### src/rtl/uart_tx_param.sv
// ---------------------------------------------------------------------------
// uart_tx_param
//   Parametrised UART transmitter with runtime baud prescaler, optional
//   parity, 1/2 stop bits and a one-entry holding register.
//   The holding register lets frames go out back to back with no idle gap.
//
// Parameters
//   DATA_WIDTH  data bits per frame (5..9)
//   PRESCALE_W  width of PRESCALE
//
// Ports
//   CLK         system clock, rising edge
//   RST         synchronous active-high reset
//   PRESCALE    bit period = PRESCALE+1 clocks (captured with the data)
//   PAR_EN      1 = parity bit present
//   PAR_TYP     0 = even parity, 1 = odd parity
//   STOP2       0 = one stop bit, 1 = two stop bits
//   Data_Valid  P_DATA valid this cycle
//   P_DATA      parallel data, sent LSB first
//   BREAK       (UART_TX_BREAK_EN only) hold line low while in idle
//   Ready       holding register empty; accept = Data_Valid & Ready
//   TX_OUT      serial line, idle high
//   Busy        frame (or break) in progress
//
// Build option
//   UART_TX_BREAK_EN  adds the BREAK input and the BRK state.
// ---------------------------------------------------------------------------
module uart_tx_param #(
  parameter int DATA_WIDTH = 8,
  parameter int PRESCALE_W = 16
) (
  input  logic                  CLK,
  input  logic                  RST,
  input  logic [PRESCALE_W-1:0] PRESCALE,
  input  logic                  PAR_EN,
  input  logic                  PAR_TYP,
  input  logic                  STOP2,
  input  logic                  Data_Valid,
  input  logic [DATA_WIDTH-1:0] P_DATA,
`ifdef UART_TX_BREAK_EN
  input  logic                  BREAK,
`endif
  output logic                  Ready,
  output logic                  TX_OUT,
  output logic                  Busy
);

  localparam int IDX_W = $clog2(DATA_WIDTH);
  localparam logic [IDX_W-1:0] LAST_IDX = IDX_W'(DATA_WIDTH - 1);

  // Everything the producer hands over with one accept.
  typedef struct packed {
    logic [PRESCALE_W-1:0] pre;
    logic                  par_en;
    logic                  par_typ;
    logic                  stop2;
    logic [DATA_WIDTH-1:0] data;
  } frame_t;

  typedef enum logic [2:0] {
    S_IDLE,
    S_START,
    S_DATA,
    S_PARITY,
    S_STOP1,
    S_STOP2
`ifdef UART_TX_BREAK_EN
    , S_BRK
`endif
  } state_e;

  state_e                state_q, state_d;
  frame_t                hold_q, hold_d;
  logic                  hold_vld_q, hold_vld_d;
  logic                  ready_q, ready_d;
  logic [DATA_WIDTH-1:0] shift_q, shift_d;
  logic                  par_q, par_d;
  logic [IDX_W-1:0]      idx_q, idx_d;
  logic [PRESCALE_W-1:0] cnt_q, cnt_d;
  logic [PRESCALE_W-1:0] pre_q, pre_d;
  logic                  pen_q, pen_d;
  logic                  stp2_q, stp2_d;
  logic                  tx_q, tx_d;
  logic                  busy_q, busy_d;
`ifdef UART_TX_BREAK_EN
  // Set on leaving BRK: idle must last one full bit period before a START.
  logic                  guard_q, guard_d;
`endif

  logic accept;
  logic bit_end;
  logic load;       // move holding register into the shifter, enter START
  logic last_stop;  // final stop bit of the current frame ends this cycle

  assign accept  = Data_Valid & ready_q;
  assign bit_end = (cnt_q == pre_q);

  always_comb begin
    state_d    = state_q;
    hold_d     = hold_q;
    hold_vld_d = hold_vld_q;
    shift_d    = shift_q;
    par_d      = par_q;
    idx_d      = idx_q;
    cnt_d      = cnt_q;
    pre_d      = pre_q;
    pen_d      = pen_q;
    stp2_d     = stp2_q;
`ifdef UART_TX_BREAK_EN
    guard_d    = guard_q;
`endif
    load       = 1'b0;
    last_stop  = 1'b0;

    case (state_q)
      S_IDLE: begin
        cnt_d = '0;
`ifdef UART_TX_BREAK_EN
        if (BREAK) begin
          state_d = S_BRK;
          guard_d = 1'b0;
        end else if (guard_q) begin
          if (cnt_q == pre_q) begin
            guard_d = 1'b0;
            load    = hold_vld_q;
          end else begin
            cnt_d = cnt_q + 1'b1;
          end
        end else begin
          load = hold_vld_q;
        end
`else
        load = hold_vld_q;
`endif
      end

      S_START: begin
        if (bit_end) begin
          state_d = S_DATA;
          idx_d   = '0;
          cnt_d   = '0;
        end else begin
          cnt_d = cnt_q + 1'b1;
        end
      end

      S_DATA: begin
        if (bit_end) begin
          cnt_d   = '0;
          shift_d = shift_q >> 1;
          if (idx_q == LAST_IDX) begin
            state_d = pen_q ? S_PARITY : S_STOP1;
          end else begin
            idx_d = idx_q + 1'b1;
          end
        end else begin
          cnt_d = cnt_q + 1'b1;
        end
      end

      S_PARITY: begin
        if (bit_end) begin
          state_d = S_STOP1;
          cnt_d   = '0;
        end else begin
          cnt_d = cnt_q + 1'b1;
        end
      end

      S_STOP1: begin
        if (bit_end) begin
          cnt_d = '0;
          if (stp2_q) state_d = S_STOP2;
          else        last_stop = 1'b1;
        end else begin
          cnt_d = cnt_q + 1'b1;
        end
      end

      S_STOP2: begin
        if (bit_end) begin
          cnt_d     = '0;
          last_stop = 1'b1;
        end else begin
          cnt_d = cnt_q + 1'b1;
        end
      end

`ifdef UART_TX_BREAK_EN
      S_BRK: begin
        cnt_d = '0;
        if (!BREAK) begin
          state_d = S_IDLE;
          guard_d = 1'b1;
          pre_d   = PRESCALE;
        end
      end
`endif

      default: begin
        state_d = S_IDLE;
        cnt_d   = '0;
      end
    endcase

    // A queued frame follows the last stop bit with no idle cycle.
    if (last_stop) begin
      if (hold_vld_q) load = 1'b1;
      else            state_d = S_IDLE;
    end

    // Latch the whole frame config so port changes mid-frame are harmless.
    if (load) begin
      state_d    = S_START;
      cnt_d      = '0;
      shift_d    = hold_q.data;
      par_d      = hold_q.par_typ ? ~^hold_q.data : ^hold_q.data;
      pre_d      = hold_q.pre;
      pen_d      = hold_q.par_en;
      stp2_d     = hold_q.stop2;
      hold_vld_d = 1'b0;
    end

    // Applied after the drain so a same-edge accept refills the register.
    if (accept) begin
      hold_d     = '{pre: PRESCALE, par_en: PAR_EN, par_typ: PAR_TYP,
                     stop2: STOP2, data: P_DATA};
      hold_vld_d = 1'b1;
    end

    ready_d = ~hold_vld_d;
  end

  // Outputs are decoded from next state so they register on the same edge
  // as the state change.
  always_comb begin
    tx_d   = 1'b1;
    busy_d = (state_d != S_IDLE);
    case (state_d)
      S_START:  tx_d = 1'b0;
      S_DATA:   tx_d = shift_d[0];
      S_PARITY: tx_d = par_d;
`ifdef UART_TX_BREAK_EN
      S_BRK:    tx_d = 1'b0;
`endif
      default:  tx_d = 1'b1;
    endcase
  end

  always_ff @(posedge CLK) begin
    if (RST) begin
      state_q    <= S_IDLE;
      hold_q     <= '0;
      hold_vld_q <= 1'b0;
      ready_q    <= 1'b1;
      shift_q    <= '0;
      par_q      <= 1'b0;
      idx_q      <= '0;
      cnt_q      <= '0;
      pre_q      <= '0;
      pen_q      <= 1'b0;
      stp2_q     <= 1'b0;
      tx_q       <= 1'b1;
      busy_q     <= 1'b0;
`ifdef UART_TX_BREAK_EN
      guard_q    <= 1'b0;
`endif
    end else begin
      state_q    <= state_d;
      hold_q     <= hold_d;
      hold_vld_q <= hold_vld_d;
      ready_q    <= ready_d;
      shift_q    <= shift_d;
      par_q      <= par_d;
      idx_q      <= idx_d;
      cnt_q      <= cnt_d;
      pre_q      <= pre_d;
      pen_q      <= pen_d;
      stp2_q     <= stp2_d;
      tx_q       <= tx_d;
      busy_q     <= busy_d;
`ifdef UART_TX_BREAK_EN
      guard_q    <= guard_d;
`endif
    end
  end

  assign Ready  = ready_q;
  assign TX_OUT = tx_q;
  assign Busy   = busy_q;

endmodule
### config.mk
export PLATFORM = sky130hd
export DESIGN_NAME = uart_tx_param
export DESIGN_NICKNAME = d
export VERILOG_FILES = /design/src/rtl/uart_tx_param.sv
export SDC_FILE = /design/constraint.sdc
export NUM_CORES = 1
export LEC_CHECK = 0
export CORE_ASPECT_RATIO = 1.25
export CORE_MARGIN = 5
export CORE_UTILIZATION = 32
export DETAILED_ROUTE_END_ITERATION = 10
export PLACE_DENSITY_LB_ADDON = 0.12
export SLEW_MARGIN = 40
export SYNTH_ARGS = -nofsm -noshare
export SYNTH_HDL_FRONTEND = slang
export SYNTH_SLANG_ARGS = --single-unit
export TNS_END_PERCENT = 10
### constraint.sdc
create_clock -name CLK -period 4.55 [get_ports CLK]
set_clock_uncertainty 0.15 [all_clocks]
set_input_delay 0.455 -clock CLK [delete_from_list [all_inputs] [get_ports CLK]]
set_output_delay 0.455 -clock CLK [all_outputs]
set_load 0.05 [all_outputs]
# After elaboration in Yosys (flattened, before gate mapping)

Index checks and enable logic that the tools add are counted.

Add/sub/neg operators: 2
Bitwise logic cells: 3
Reduce and logical (&&, ||, !) cells: 12
Muxes and demuxes: 30
Equality and inequality tests: 13

Operator list:

| kind                    | number |
|---|---|
| $mux W3                 | 13 |
| $mux W8                 | 3 |
| $add A16 B1 Y16 const B | 1 |
| $eq A16 B16 Y1          | 1 |
| $pmux W3 S5             | 1 |
| $eq A3 B2 Y1 const B    | 4 |
| $mux W1                 | 10 |
| $eq A3 B3 Y1 const B    | 3 |
| $reduce_xnor A8 Y1      | 1 |
| $reduce_xor A8 Y1       | 1 |
| $eq A3 B1 Y1 const B    | 2 |
| $ne A2 B2 Y1 const B    | 3 |
| $pmux W3 S2             | 1 |
| $reduce_bool A2 Y1      | 3 |
| $reduce_or A5 Y1        | 1 |
| $reduce_and A4 Y1       | 1 |
| $reduce_or A4 Y1        | 1 |
| $add A3 B1 Y3 const B   | 1 |
| $logic_not A3 Y1        | 1 |
| $pmux W1 S3             | 1 |
| $reduce_bool A3 Y1      | 1 |
| $not A1 Y1              | 2 |
| $pmux W1 S2             | 1 |
| $reduce_and A2 Y1       | 1 |
| 2 further kinds         | 2 |

Bits of input ports: 30
Register bits after elaboration: 80
Word-level logic and storage cells: 78

# Longest topological paths before layout

Word-level depth: 9
Gate-level depth with buffers: 10
Mapped depth without buffers: 8

# Worst setup path after synthesis

Ideal clock, no wire load.

Path kind: register to register
Start point: register cnt_q[9]
End point: register tx_q, in the netlist TX_OUT
Setup slack: 2,370 ps
Clock period less this slack: 2,180 ps
Buffers on the path: 2
Data required time: 4,284 ps
Stages on the path, launching flop included: 10
Arrival time: 1,914 ps
Setup time: 116 ps
Cells stage by stage: dfxtp_1 > buf_6 > xor2_2 > nor4_2 > and4_1 > buf_6 > mux2_4 > a22oi_2 > and4_1 > a21oi_2

Cells in the longest elaborated chain, start to end: 8
Elaborated cells between the ends (all ways): 21
Those cells by class: eq/ne: 4; mux: 17

RTL lines:

| item                                         | RTL line | source |
|---|---|---|
| start: declaration                           | 79       | `logic [PRESCALE_W-1:0] cnt_q, cnt_d;` |
| start signal: assignment                     | 276      | `cnt_q <= cnt_d;` |
| $eq A16 B16 Y1 *                             | 96       | `assign bit_end = (cnt_q == pre_q);` |
| $mux W3 (on tied branches)                   | -        |  |
| $pmux W3 S5                                  | 115      | `case (state_q)` |
| $mux W3                                      | 208      | `if (hold_vld_q) load = 1'b1;` |
| $mux W3                                      | 207      | `if (last_stop) begin` |
| $mux W3                                      | 213      | `if (load) begin` |
| $eq A3 B2 Y1 or $eq A3 B1 Y1 (tied branches) | 239      | `case (state_d)` |
| $pmux W1 S3 *                                | 239      |  |
| end signal: assignment                       | 280      | `tx_q <= tx_d;` |
| end: declaration                             | 83       | `logic tx_q, tx_d;` |

Mark *: on every way between the ends. The rest lies on a longest branch, timed or not. The select of a mux whose other input is x is not followed.
A chain may end at the register's enable or synchronous reset.

# Final worst setup path

Start point: register cnt_q[7]
End point: register tx_q, in the netlist TX_OUT

Same word-level chain as after synthesis.

==> results.sh <==
export IMPL_outcome="completed"
export IMPL_drt_pass1_iterations=4
export IMPL_fin_crit_sh=0.561
export IMPL_crit_fanout=6
export IMPL_p_leak_uw=0.00162
export IMPL_cts_sinks=80
export IMPL_drc=0
export IMPL_cp_arrival_ps=2630
export IMPL_htreeDepth=3
export IMPL_syn2layout_area_growth_pct=19.1
export IMPL_fp_row_count=42
export IMPL_cts_resized=0
export IMPL_dp_cells=551
export IMPL_ant_nets=0
export IMPL_setup_tns_ps=0
export IMPL_rsz0062_at_grt="false"
export IMPL_synth_cells=408
export IMPL_fp_dieArea_um2=13200
export IMPL_clk_pin_slew_ps=60
export IMPL_drt_total_wl_um=7540
export IMPL_vias=2658
export IMPL_multiInputGateArea_um2=1760
export IMPL_drt_initial_drc_count=42
export IMPL_core_area_um2=10700
export IMPL_layout_common_cells="98 x nand2_1, 80 x dfxtp_1, 54 x a21oi_1"
export IMPL_final_common_cell="nand2_1"
export IMPL_drv_cap=0
export IMPL_whs_ps=299
export IMPL_critical_path_class="register to register"
export IMPL_r2r_setup_slack_ps=2000
export IMPL_layout_nets=463
export IMPL_die_y_um=127
export IMPL_grt_pass1_wl_um=12500
export IMPL_relSlewSlack=0.600
export IMPL_drive_above_1_share=0.0943
export IMPL_grt_pass1_vias=2679
export IMPL_grt_max_degree=39
export IMPL_final_hold_violation_count=0
export IMPL_numPortBuffers=32
export IMPL_antenna_found_initial=0
export IMPL_drv_slew=0
export IMPL_detailedPlacementHpwl_um=5270
export IMPL_regArea_um2=1600
export IMPL_grt_total_usage=0.118
export IMPL_netlist_area_um2=3520
export IMPL_postSynthAreaPerCell_um2=8.62
export IMPL_cp_required_ps=4620
export IMPL_place_gp_congestion=0.772
export IMPL_ys_types=48
export IMPL_grt_overflow=0
export IMPL_hp_class="register to register"
export IMPL_syn_nets=441
export IMPL_ir_worst_vdd_mv=0.185
export IMPL_ys_ff_latch=80
export IMPL_final_cell_area_um2=4190
export IMPL_fin_crit_ps=2550
export IMPL_max_freq_ghz=0.392
export IMPL_fill_cells=1114
export IMPL_cts_root_buf="clkbuf_16"
export IMPL_synth_warning_count=0
export IMPL_cts_tree="done"
export IMPL_num_antenna_cells=0
export IMPL_clock_path_buffers=2
export IMPL_dpl_cell_area_um2=3880
export IMPL_ys_seq_area_frac=0.455
export IMPL_power_density_nw_per_um2=410
export IMPL_end_kind="register"
export IMPL_dieWidth_um=104
export IMPL_final_setup_viol_count=0
export IMPL_fin_cells=567
export IMPL_cts_buffers=9
export IMPL_hold_buffers=0
export IMPL_clk_latency_ps=330
export IMPL_startpoint_type="register"
export IMPL_cts_setup_buffers=0
export IMPL_viasPerCell=4.69
export IMPL_initial_core_util=0.330
export IMPL_worst_slew_pin_slew_ps=598
export IMPL_avgRoutedWirePerCell_um=13.3
export IMPL_pin_count=33
## worst max-delay path, stage by stage, from the launching register on
cell and delay, ps:
dfxtp_1 340, xor2_1 150, nor4_1 440, and4_1 510, mux2_4 340, a22oi_2 220
and4_1 240, a21oi_2 30
## flip-flops by register name, indices dropped and copies added, names as in the netlist, 3 cells and up
name	flops
cnt_q	16
shift_q	8
pre_q	16
idx_q	3
hold_q	27
state_q	3
## per-stage QoR
| stage | total power [uW] | setup slack (ps) | util |
|---|---|---|---|
| 2_1_floorplan | 927 | 2370 | - |
| 3_3_place_gp | 982 | 2050 | 0.363 |
| 3_5_place_dp | 983 | 2040 | 0.363 |
| 4_1_cts | 1750 | 2020 | 0.393 |
| 5_1_grt | 1800 | 1870 | 0.393 |
| 6_report | 1720 | 2000 | 0.393 |
## routing by layer
metal,share of wire,vias to the layer above,wire length (um),global-route usage
met4,0.018,0,133,0.0549
li1,-,1407,-,-
met2,0.50,28,3810,0.205
met3,0.027,11,200,0.0262
met1,0.45,1212,3400,0.137
met5,0,-,0,0
## cell usage after synthesis, drive strengths merged
| cell type | number | share of area |
|---|---|---|
| a31o | 1 | 0.0050 |
| a311oi | 1 | 0.0043 |
| a31oi | 3 | 0.0096 |
| mux2i | 8 | 0.023 |
| nor2b | 1 | 0.0018 |
| clkbuf | 12 | 0.016 |
| and3 | 5 | 0.0092 |
| nand2b | 4 | 0.0071 |
| nand4 | 3 | 0.0053 |
| dfxtp | 80 | 0.46 |
| a21oi | 56 | 0.082 |
| a211oi | 8 | 0.027 |
| o21ai | 9 | 0.013 |
| buf | 11 | 0.024 |
| nor3 | 1 | 0.0014 |
| inv | 5 | 0.0053 |
| mux2 | 1 | 0.0043 |
| ha | 3 | 0.011 |
| nand2 | 101 | 0.11 |
| xor2 | 26 | 0.067 |
| nand3 | 10 | 0.014 |
| nor4 | 4 | 0.0089 |
| o31a | 1 | 0.0025 |
| or2b | 2 | 0.0046 |
| and2b | 1 | 0.0021 |
| or2 | 1 | 0.0018 |
| and2 | 1 | 0.0018 |
| xnor2 | 9 | 0.022 |
| or3 | 3 | 0.0053 |
| nor2 | 30 | 0.037 |
| o311ai | 1 | 0.0025 |
| a21o | 3 | 0.0064 |
| a22oi | 1 | 0.0036 |
| and4 | 2 | 0.0050 |
## path summary, 6_finish.rpt
kind | start | to | cells after the start
worst max-delay path | cnt_q[7] | TX_OUT | 7
worst min-delay path | hold_q[10] | pen_q | 2
worst max register to register | cnt_q[7] | TX_OUT | 7
worst min register to register | hold_q[10] | pen_q | 2
## cell families (layout without fill, tap and decap cells)
family | count (synthesis) | in the layout | share of synthesized area
AO/OA/AOI/OAI | 84 | 84 | 0.155
flip-flops | 80 | 80 | 0.455
adder cells (fa/ha/maj) | 3 | 3 | 0.0107
buffers and inverters | 28 | 55 | 0.0452
multiplexers | 9 | 9 | 0.0270
AND/OR/NAND/NOR | 169 | 169 | 0.217
XOR/XNOR | 35 | 35 | 0.0893
## where the power goes
group / internal [uW] / leakage, uW / total (uW) / switching [uW]
combinational: 86.5 / 0.000816 / 207 / 121
clock: 478 / 0.000156 / 755 / 277
sequential: 733 / 0.000651 / 756 / 22.3
total: 1300 / 0.00162 / 1720 / 420
## layout make-up
class                      instances  area share
multi-input combinational        300       0.420
sequential                        80       0.382
timing repair buffer              34      0.0788
clock buffer                      10      0.0546
tap                              132      0.0394
clock inverter                     6      0.0200
inverter                           5     0.00448
Power figures use the tool's default switching activity.
